--- src/rtl/settle_timer.sv ---
// 8-bit loadable down-counter. expired is high on the last counting cycle,
// so a loaded value of N keeps the caller in its wait state for exactly N cycles.
module settle_timer (
  input  logic       clk,
  input  logic       rst,
  input  logic       load,
  input  logic       en,
  input  logic [7:0] load_val,
  output logic       expired
);

  logic [7:0] count_q;

  always_ff @(posedge clk) begin
    if (rst) begin
      count_q <= 8'd0;
    end else if (load) begin
      count_q <= load_val;
    end else if (en && count_q != 8'd0) begin
      count_q <= count_q - 8'd1;
    end
  end

  assign expired = (count_q <= 8'd1);

endmodule

--- config.mk ---
export PLATFORM = sky130hd
export DESIGN_NAME = settle_timer
export DESIGN_NICKNAME = d
export VERILOG_FILES = /design/src/rtl/settle_timer.sv
export SDC_FILE = /design/constraint.sdc
export NUM_CORES = 1
export LEC_CHECK = 0
export BUFFER_PORTS_ARGS = -buffer_cell sky130_fd_sc_hd__buf_2
export CAP_MARGIN = 15
export CORE_UTILIZATION = 35
export CTS_BUF_LIST = sky130_fd_sc_hd__clkbuf_2 sky130_fd_sc_hd__clkbuf_4 sky130_fd_sc_hd__clkbuf_8
export CTS_CLUSTER_DIAMETER = 50
export DETAILED_ROUTE_END_ITERATION = 7
export SKIP_CTS_REPAIR_TIMING = 1
export SLEW_MARGIN = 0
export SYNTH_ARGS = -nofsm -noshare
export SYNTH_HDL_FRONTEND = slang
export SYNTH_SLANG_ARGS = --single-unit
--- constraint.sdc ---
create_clock -name clk -period 2.51 [get_ports clk]
set_input_delay 0.1255 -clock clk [delete_from_list [all_inputs] [get_ports clk]]
set_output_delay 0.1255 -clock clk [all_outputs]
set_load 0.01 [all_outputs]
==> impl.org, run 1 <==
** Clock tree
- Clock Tree Buf Depth :: 2
- CTS built an H-tree with a depth of 1.
- Cell chosen for the clock root :: sky130_fd_sc_hd__clkbuf_4
- Clock latency on the worst-skew pair, taken at its later pin, is 270 ps.
- After clock tree synthesis, the clock-pin slew on the worst setup and hold paths is 60 ps.
- The clock drives 8 sinks.
- TritonCTS built the clock tree.
- Num CTS Buffers :: 3

** Critical path
- Start-to-end type of the worst setup path :: register to register
- Endpoint required time on the critical path :: 2720 ps
- Together, buffers and inverters on the worst path number 1.
- On the worst path, the slowest cell contributes a delay of 460 ps.
- In this design, the largest share of critical-path delay is due to simple AND/OR/NAND/NOR gates.
- Critical Path Start Type :: register
- Worst-path fanout max :: 7
- Series of cell instances along the critical path :: inv_1 > ha_1 > or4_1 > or3_2 > nand3_1
- Critical path capture point type :: register
- Data on the critical path arrives at its endpoint at 1990 ps.
- Among all stages on the critical path, the largest delay is contributed by sky130_fd_sc_hd__or4_1.

** GRT
- The number of antenna violations at the first check in global routing came to 0.
- The first global-routing pass estimated 2190 microns of wire.
- The via count of the first global-routing pass was 515.
- Maximum number of pins on one net before global-route repair :: 10
- Total grt overflow :: 0
- Global Route Usage Sum :: 0.165

** Logic synthesis
- For this run, the register share of the synthesized area comes to 0.287.
- Syn Nets :: 83
- In the synthesized netlist the async set-or-reset flop fraction comes to 0.
- For this run, the leading register cell type out of synthesis is sky130_fd_sc_hd__dfxtp_1.
- The cell count after synthesis came out at 68.
- The synthesized design contains 8 register bits.
- Per-instance average area after synthesis :: 8.21 sq um
- Netlist cell types :: 34
- Number of enable-type register cells in the synthesized netlist :: 0
- Syn Std Cell Area :: 558 sq um
- Yosys printed 0 warnings.

** Route
- Wire segments on met3 add up to 45 microns in the final route.
- Top routing layer used :: met4
- DRC viols :: 0
- The detailed router put a total of 688 microns of wire on met1.
- Detailed-routed wire length on met2 :: 512 microns
- Mean routed wirelength per cell :: 13.1 microns
- Detailed-route wire length :: 1280 microns
- The routed layout has 567 vias.
- Initial DRC count :: 8
- Once detail routing completed, the nets flagged for antenna violations numbered 0.
- Using the TritonRoute via totals, the vias-per-cell ratio works out to 5.79.
- Drt pass-1 iters :: 4

** Cells and area
- The register with the most flip-flops in the layout has 8 of them.
- Commonest non-fill, non-tap cells in the layout :: sky130_fd_sc_hd__buf_2 (12), sky130_fd_sc_hd__dfxtp_1 (8), sky130_fd_sc_hd__inv_1 (6)
- Final net count :: 99
- Most common cell after layout, fill and taps aside :: sky130_fd_sc_hd__buf_2
- The number of antenna diodes in the final layout is 0.
- In the final layout, the multi-input gates occupy 372 sq um.
- Largest registers ranked by flip-flop count :: count_q (8)
- Area growth from synthesis to layout :: 17.7%
- Non-filler cells in the finished layout :: 98
- Total non-filler cell area in the finished layout :: 657 sq um
- Layout fillers :: 153
- Ratio of cells with drive above 1 in the final layout :: 0.268
- In the final layout, flip-flops and latches occupy 160 sq um.
- More flip-flops sit in one register than any other, and that register is count_q.

** Placement
- In this run, placement finished with an instance count of 95.
- Once placement finished, the instance area stood at 634 sq um.
- The count of buffers added on input and output ports is 12.
- DP Wirelength :: 972 microns
- Final RePlAce weighted congestion :: 0.794

** Status
- The run finished with clean final reports.

** STA
- The worst path needs 1780 ps of the cycle, external delays included.
- Slew at the pin closest to its max-slew limit :: 591 ps
- Setup repair after global routing left no endpoint under its margin.
- Of the available clock period, the critical path in the final layout requires 0.710.
- Slew HR :: 0.602
- Derived from the worst setup path, the maximum achievable clock frequency is 561 MHz.
- Post-route clock skew :: 6.44 ps
- Adding up every negative setup slack in the final design gives 0 ps.
- Final-report hold violation count :: 0
- The max-slew violation total from the final report came to 0.
- Setup violations remaining at the end of the flow were counted as 0.

** Floorplan
- From bottom edge to top edge, the die measures 41.9 microns.
- Die width :: 41.9 microns
- For this design the top-level I/O count stands at 13.
- The floorplan step defined a die boundary enclosing 1760 sq um.
- Standard-cell row count :: 14
- For this configuration, the core starts out at a cell density of 0.375.
- After floorplanning, the core was sized to cover 1490 sq um.

** Pwr
- Standby leakage power :: 0.000273 uW
- The worst-case IR drop observed on VDD is 272 uV.
- The design draws 365 uW.
- Power spread over the standard cell area amounts to 556 nW/um^2.

** Job
- Max-cap violations in this run came to 0.

** Worst hold path
- Hold Crit Class :: input pin to register
## synth_stat cells, types with 2 or more instances
master / n / area, sq um
sky130_fd_sc_hd__a21oi_1: 4 / 20.0
sky130_fd_sc_hd__a311oi_1: 2 / 17.5
sky130_fd_sc_hd__a31oi_1: 2 / 12.5
sky130_fd_sc_hd__dfxtp_1: 8 / 160
sky130_fd_sc_hd__ha_1: 3 / 37.5
sky130_fd_sc_hd__inv_1: 6 / 22.5
sky130_fd_sc_hd__nand2_1: 4 / 15.0
sky130_fd_sc_hd__nand3_1: 2 / 10.0
sky130_fd_sc_hd__nand4_1: 2 / 12.5
sky130_fd_sc_hd__nor2_1: 4 / 15.0
sky130_fd_sc_hd__nor2b_1: 2 / 12.5
sky130_fd_sc_hd__nor3_1: 2 / 10.0
sky130_fd_sc_hd__nor3b_1: 2 / 15.0
sky130_fd_sc_hd__nor4_1: 2 / 12.5
sky130_fd_sc_hd__o21bai_1: 2 / 15.0
sky130_fd_sc_hd__or3b_2: 2 / 17.5
sky130_fd_sc_hd__or4_1: 2 / 15.0
## report_power, final
part / switching, uW / internal [uW] / total [uW]
Combinational: 54.1 / 48.8 / 103
Sequential: 16.2 / 139 / 155
Clock: 51.9 / 55.3 / 107
## layer usage
metal,vias up,GRT usage
li1,292,-
met1,258,0.216
met2,12,0.244
met3,5,0.0304
met4,0,0.116
met5,-,0
## layout make-up
type / count / area share
clock buffer: 3 / 0.0343
timing repair buffer: 12 / 0.0914
multi-input combinational: 53 / 0.566
tap: 16 / 0.0305
inverter: 6 / 0.0343
sequential: 8 / 0.244
## logic make-up (layout without fill, tap and decap cells)
family | Yosys count | after routing | share of synthesized area
simple gates | 28 | 28 | 0.305
mux | 1 | 1 | 0.0179
flops | 8 | 8 | 0.287
fa+ha+maj | 3 | 3 | 0.0673
buf+inv | 7 | 21 | 0.0471
compound gates | 21 | 21 | 0.276
## worst min-delay path, delay by kind of cell
kind / cells / cell delay, ps
buffers and inverters: 1 / 70
and+or+nand+nor: 2 / 90
## metrics by stage
stage                util  setup WS [ps]  hold slack [ps]
detailed placement  0.426            748              328
global route        0.441            587              124
global placement    0.426            748              328
floorplan               -            849              235
finish              0.441            727             53.2
CTS                 0.441            723             55.0
## worst paths after layout
kind	slack, ps	from	cells after the start	to
worst max register to register	730	count_q[0]	5	count_q[7]
worst min register to register	540	count_q[3]	2	count_q[3]
worst max-delay path	730	count_q[0]	5	count_q[7]
worst min-delay path	50	load_val[7]	3	count_q[7]
No activity file was read; power rests on OpenSTA's default activity.
==> run 2: changes to the inputs <==
ABC_AREA = 1   (was unset)
clock period = 1.6 ns   (was 2.51 ns; I/O delays follow)
==> impl.org, run 2 <==
** Cells and area
- In the final layout, the registers with the most flip-flops are count_q (8).
- Max reg flops :: 8 (unchanged)
- Register with the highest flop count :: count_q
- Layout fillers :: 189 (+24%)
- The library cells used most frequently in the layout, excluding fill and tap cells, are sky130_fd_sc_hd__nand2_1 (16), sky130_fd_sc_hd__nor2_1 (15), sky130_fd_sc_hd__buf_2 (12).
- Leaving out fill and tap cells, the most frequent cell in the layout is sky130_fd_sc_hd__nand2_1.
- Area growth from synthesis to layout :: 16.1%
- Final net count :: 125 (+26%)
- ANT cells :: 0 (unchanged)
- Ratio of cells with drive above 1 in the final layout :: 0.241 (-0.0276)

** Floorplan
- Core Region :: 1590 sq um (+7.1%)
- Standard-cell row count :: 14 (unchanged)
- Starting density of the core :: 0.395 (+0.0200)
- Die width :: 44.4 microns (+5.9%)
- Top Ports :: 13 (unchanged)
- Die Height :: 44.4 microns (+5.9%)
- Die area :: 1970 sq um (+12%)

** GRT
- The number of antenna violations at the first check in global routing is 0 (unchanged).
- The largest net degree at the start of global routing is 12 (+2).
- Grt met2 use :: 0.244 (+0.000368)
- Via count of the first global-routing pass :: 522 (+1.4%)
- Met1 Use GR :: 0.188 (-0.0281)
- The total global routing track utilization was 0.154 (-0.0119).
- GRT Max-Usage Layer :: met2
- Wire length of the first global-routing pass :: 2150 microns (-1.6%)
- The global-route met3 utilization came to 0.0612 (+0.0308).
- The aggregate global routing overflow is 0 (unchanged).

** Logic synthesis
- Number of warnings reported in the yosys synthesis log :: 0 (unchanged)
- The sequential area share after synthesis is 0.254 (-0.0325).
- Netlist cell types :: 20 (-41%)
- The count of state elements after synthesis is 8 (unchanged).
- sky130_fd_sc_hd__dfxtp_1 takes more of the synthesized area than any other cell.
- The commonest cells after synthesis are sky130_fd_sc_hd__nand2_1 (16), sky130_fd_sc_hd__nor2_1 (15), sky130_fd_sc_hd__inv_1 (10).
- Syn Nets :: 109 (+31%)
- Synthesized netlist cell count :: 94 (+38%)
- Per-instance average area after synthesis :: 6.70 sq um (-18%)
- The summed instance area of the synthesized netlist is 629 sq um (+13%).
- Fraction of synthesis flops using an asynchronous set or reset pin :: 0 (unchanged)
- Area share of the leading cell type in the synthesized netlist :: 0.254 (-0.0325)
- sky130_fd_sc_hd__nand2_1 is the most common cell in the netlist.
- The number of enable flip-flop cells after synthesis came to 0 (unchanged).
- The most used flip-flop cell after synthesis is sky130_fd_sc_hd__dfxtp_1.
- After synthesis, the cell types taking the most area are sky130_fd_sc_hd__dfxtp_1 (25%), sky130_fd_sc_hd__nand2_1 (9.5%), sky130_fd_sc_hd__nor2_1 (8.9%), sky130_fd_sc_hd__nand3_1 (7.2%), sky130_fd_sc_hd__o21ai_0 (7.2%).

** Clock tree
- The clock edge transition at the registers on the reported setup and hold paths is 60 ps (about the same).
- Maximum level of the CTS H-tree :: 1 (unchanged)
- Num CTS Buffers :: 3 (unchanged)
- The cell sitting at the root of the clock tree is a sky130_fd_sc_hd__clkbuf_4.
- Clock sinks :: 8 (unchanged)
- TritonCTS built the clock tree.
- The number of buffers on the longest clock path was 2 (unchanged).
- The latest clock arrival within the worst-skew pair came to 260 ps (about the same).

** STA
- RSZ-0062 raised after global routing :: no
- Slew HR :: 0.760 (+0.158)
- The final total negative setup slack is 0 ps (unchanged).
- Post-layout worst setup margin :: 207 ps (-520 ps)
- The setup clock skew after layout was 9.05 ps (+2.61 ps).
- Top achievable clock speed :: 718 MHz
- Max Transition Viols Final :: 0 (unchanged)
- The worst path in the final design needs a cycle of 1390 ps, including I/O delays and setup.
- The worst-margin pin slew came to 359 ps (-232 ps).
- Period utilization :: 0.871
- Setup violations, final :: 0 (unchanged)
- The count of final hold-check violations was 0 (unchanged).

** Route
- The number of design-rule violations left by the first detailed-router iteration is 17 (+9).
- DRC viols :: 0 (unchanged)
- The mean number of vias per cell came to 4.73 (-18%).
- Drt pass-1 iters :: 4 (unchanged)
- The number of antenna-violating nets in the routed design came to 0 (unchanged).
- The total number of vias is 624 (+10%).
- The total routed wirelength was 1350 microns (+5.5%).
- Mean routed wirelength per cell :: 10.2 microns (-22%)

** Pwr
- The power density normalized to cell area is 873 nW/um^2 (+57%).
- The static leakage power is 0.000349 uW (+28%).
- Maximum vdd ir drop :: 524 uV (+93%)
- The total power was 638 uW (+75%).

** Placement
- The port buffer count was 12 (unchanged).
- DP Wirelength :: 1060 microns (+9.2%)
- Placement-stage worst setup slack :: 248 ps (-500 ps)
- The final weighted congestion in routability-driven placement was 0.880 (+11%).

** Critical path
- The length in cells of the worst reg-to-reg path was 7 (+2).
- Critical path capture point type :: output pin
- Cell at the slowest stage of the critical path :: sky130_fd_sc_hd__dfxtp_1
- In this design, the largest share of critical-path delay is due to flip-flops.
- The data arrival time of the critical path is 1310 ps (-680 ps).
- Walking the worst path, the cells encountered are inv_1 > ha_1 > nor2_1 > nor3_1 > buf_2.
- Critical Path Start Type :: register
- FF-to-FF End :: count_q[1]
- Origin of the critical flop-to-flop path :: count_q[0]
- The worst-path maximum fanout was 4 (-3).
- Largest stage delay on the critical path :: 340 ps (-120 ps)
- Start-to-end type of the worst setup path :: register to output pin
- The critical path data required time is 1520 ps (-1200 ps).
- The buffering stage count on the worst path with inverters included was 2 (+1).
- Setup slack of the worst register-to-register path :: 260 ps (-470 ps)

** Worst hold path
- Source of the worst hold timing path :: load_val[0]
- Hold Crit Class :: input pin to register
- The count of cells along the worst hold path is 3 (unchanged).
- Hold Crit Endpoint :: count_q[0]

** Job
- Number of maximum-capacitance violations :: 0 (unchanged)

** Status
- Run status :: completed
-- run 2: cell count changes after synthesis, sizes merged, moves of 3 or more --
| cell | change |
|---|---|
| nand2 | +15 |
| o21ai | +11 |
| nor2 | +16 |
| inv | +4 |
| or4 | -3 |
| nand3 | +7 |
-- run 2: power breakdown --
| group | switching, uW | internal [uW] | leakage (uW) |
|---|---|---|---|
| clock | 77.5 | 86.5 | 0.0000138 |
| sequential | 25.4 | 221 | 0.0000665 |
| combinational | 139 | 89.0 | 0.000269 |
| total | 242 | 396 | 0.000349 |
-- run 2: logic make-up after synthesis --
kind of cell	after synthesis	synth area share
AOI/OAI and AO/OA	17	0.153
DFF	8	0.254
adders and majority gates	3	0.0596
buffers and inverters	12	0.0934
and+or+nand+nor	53	0.425
xor gates and xnor gates	1	0.0139
-- run 2: cell type report --
cell class,instances,area [sq um],area share
Inverter,10,37.5,0.0514
Multi-Input combinational cell,74,410,0.562
Clock buffer,3,22.5,0.0308
Sequential cell,8,160,0.219
Tap cell,24,30.0,0.0411
Timing Repair Buffer,13,70.1,0.0959
-- run 2: worst max-delay path by stage --
| stage | startpoint | end | slack, ps | cells after the start |
|---|---|---|---|---|
| 2_1_floorplan | count_q[0] | count_q[5] | 370 | 7 |
| 3_3_place_gp | count_q[0] | count_q[1] | 250 | 7 |
| 3_5_place_dp | count_q[0] | count_q[5] | 250 | 7 |
| 4_1_cts | count_q[0] | expired | 200 | 5 |
| 5_1_grt | count_q[0] | expired | 60 | 5 |
| 6_report | count_q[0] | expired | 210 | 5 |
-- run 2: per-layer routing --
layer,vias to the layer above,share of wire
li1,331,-
met1,280,0.51
met2,10,0.45
met3,3,0.041
met4,0,0.0059
met5,-,0
-- run 2: metrics by stage --
| stage | hold WS [ps] | cell area, sq um | utilization | std cells |
|---|---|---|---|---|
| 2_1_floorplan | 149 | 629 | - | 94 |
| 3_3_place_gp | 270 | 698 | 0.438 | 128 |
| 3_5_place_dp | 275 | 698 | 0.438 | 128 |
| 4_1_cts | 3.49 | 721 | 0.452 | 131 |
| 5_1_grt | 143 | 731 | 0.458 | 132 |
| 6_report | 120 | 731 | 0.458 | 132 |
-- run 2: worst register-to-register path: stages, from the launching register on --
cell and delay [ps]:
sky130_fd_sc_hd__dfxtp_1 340, sky130_fd_sc_hd__inv_1 80, sky130_fd_sc_hd__ha_1 200, sky130_fd_sc_hd__nand2_4 80
sky130_fd_sc_hd__o21ai_4 230, sky130_fd_sc_hd__nand2_4 110, sky130_fd_sc_hd__o21ai_1 140, sky130_fd_sc_hd__nor2_1 50
==> run 3: changes to the inputs <==
CAP_MARGIN = unset   (was 15)
GPL_TIMING_DRIVEN = 0   (was unset)
==> impl.org, run 3 (same netlist as run 2, synthesis figures left out) <==
** GRT
- Maximum number of pins on one net before global-route repair :: 11 (-1)
- Via count of the first global-routing pass :: 581 (+11%)
- The first-pass GRT wire length is 2400 microns (+12%).
- The total global routing track utilization is 0.170 (+0.0167).
- The number of antenna violations at the first check in global routing is 0 (unchanged).
- The aggregate global routing overflow came to 0 (unchanged).

** Cells and area
- The library cells used most frequently in the layout, excluding fill and tap cells, are sky130_fd_sc_hd__nand2_1 (16), sky130_fd_sc_hd__nor2_1 (14), sky130_fd_sc_hd__buf_2 (11).
- The register with the most flip-flops in the final layout is count_q.
- Total non-filler cell area in the finished layout :: 739 sq um (+1.2%)
- Ratio of cells with drive above 1 in the final layout :: 0.259 (+0.0185)
- ANT cells :: 0 (unchanged)
- The filler cell count was 174 (-7.9%).
- The area growth from synthesis to layout is 17.5%.
- Final net count :: 125 (unchanged)
- Leaving out fill and tap cells, the most frequent cell in the layout is sky130_fd_sc_hd__nand2_1.
- The flip-flop count of the largest register after layout is 8 (unchanged).
- Largest registers ranked by flip-flop count :: count_q (8)

** Pwr
- The power density normalized to cell area is 854 nW/um^2 (-2.2%).
- The static leakage power was 0.000353 uW (+1.2%).
- The maximum VDD drop was 485 uV (-7.5%).

** Critical path
- Arrival @ worst endpoint :: 1300 ps (about the same)
- Critical Path Start Type :: register
- Among cell families on the critical path, the largest total delay comes from flip-flops.
- Start-to-end type of the worst setup path :: register to output pin
- Critical path capture point type :: output pin
- Sum of buffers and inverters on the critical path :: 2 (unchanged)
- Cell at the slowest stage of the critical path :: sky130_fd_sc_hd__dfxtp_1
- Worst-path fanout max :: 4 (unchanged)
- Largest stage delay on the critical path :: 340 ps (about the same)
- Traced cell by cell, the critical path runs through inv_1 > ha_1 > nor2_1 > nor3_1 > buf_2.
- Endpoint required time on the critical path :: 1520 ps (about the same)

** Floorplan
- Top Ports :: 13 (unchanged)
- Die area :: 1970 sq um (unchanged)
- Starting density of the core :: 0.395 (unchanged)
- The chip width came to 44.4 microns (unchanged).
- The area of the core region came to 1590 sq um (unchanged).
- The die outline height came to 44.4 microns (unchanged).
- The placement row count was 14 (unchanged).

** STA
- The final total negative setup slack came to 0 ps (unchanged).
- RSZ-0062 raised after global routing :: no
- The final worst-path cycle share is 0.865 (-0.00533).
- The time the worst path needs with I/O delays and setup was 1380 ps (-8.53 ps).
- Setup violations, final :: 0 (unchanged)
- The worst max-slew margin expressed relative to the limit is 0.845 (+0.0842).
- The setup clock skew after layout was 5.25 ps (-3.80 ps).
- The count of final hold-check violations was 0 (unchanged).
- The worst-margin pin slew was 233 ps (-126 ps).
- Top achievable clock speed :: 722 MHz (+0.62%)
- The max-slew violation total from the final report was 0 (unchanged).

** Placement
- Placed inst area :: 714 sq um (+2.3%)
- Number of I/O port buffers :: 11 (-1)
- DP Wirelength :: 1110 microns (+4.4%)
- The final weighted congestion in routability-driven placement came to 0.841 (-4.5%).

** Clock tree
- Clock sinks :: 8 (unchanged)
- The clock edge transition at the registers on the reported setup and hold paths came to 60 ps (about the same).
- The latest clock arrival within the worst-skew pair was 250 ps (about the same).
- TritonCTS built the clock tree.
- The number of buffers on the longest clock path was 2 (unchanged).
- Maximum level of the CTS H-tree :: 1 (unchanged)
- Cell chosen for the clock root :: sky130_fd_sc_hd__clkbuf_4
- The number of buffers inserted during clock tree synthesis came to 3 (unchanged).

** Route
- Post-detailed-route via-to-cell ratio :: 4.65 (-1.6%)
- The number of design-rule violations left by the first detailed-router iteration is 5 (-12).
- The total number of vias was 614 (-1.6%).
- DRC viols :: 0 (unchanged)
- Number of routed nets with antenna violations :: 0 (unchanged)
- Mean routed wirelength per cell :: 10.6 microns (+3.1%)
- Detailed-route wire length :: 1390 microns (+3.1%)
- Drt pass-1 iters :: 4 (unchanged)

** Job
- The total of max-cap violations came to 0 (unchanged).

** Worst hold path
- The tightest min-delay check is of the input pin to register type.

** Status
- The flow ran to the end, and the final reports show no timing, DRC or antenna violations.
==> run 3: cell types whose count changed in the layout (fill, tap and decap cells not counted), sizes merged <==
cell,before,now
clkbuf,3,4
dlygate4sd3,1,0
==> run 3: area by class of cell <==
cell class / count / area (sq um) / share of cell area
Timing Repair Buffer: 11 / 55.1 / 0.0745
Buffer: 2 / 21.3 / 0.0288
Multi-Input combinational cell: 74 / 413 / 0.558
Sequential cell: 8 / 160 / 0.217
Inverter: 10 / 37.5 / 0.0508
Tap cell: 24 / 30.0 / 0.0406
Clock buffer: 3 / 22.5 / 0.0305
==> run 3: layer usage <==
metal,track usage,part of all wire,wire [microns]
met5,0,0,0
met4,0.0667,0.010,14
met3,0.0612,0.028,39
met2,0.265,0.48,662
met1,0.214,0.49,677
==> run 3: metrics by stage <==
step | hold WS [ps] | std cells | utilization | total power (uW) | setup slack (ps)
floorplan | 149 | 94 | - | 427 | 374
finish | 13.1 | 132 | 0.464 | 631 | 215
global placement | 271 | 129 | 0.448 | 476 | 279
global route | 20.5 | 132 | 0.464 | 690 | 27.5
detailed placement | 276 | 129 | 0.448 | 483 | 237
CTS | 5.80 | 132 | 0.462 | 641 | 197
==> run 3: power by group <==
part           internal [uW]  total, uW  switching (uW)
clock network           85.8        154            67.9
logic                   91.5        231             139
registers                221        247            26.0
==> run 3: worst paths after layout <==
check | start | endpoint | slack, ps | cells after the start
setup / recovery | count_q[0] | expired | 220 | 5
hold reg to reg | count_q[6] | count_q[6] | 500 | 2
setup reg to reg | count_q[0] | count_q[4] | 270 | 8
hold / removal | rst | count_q[6] | 10 | 2
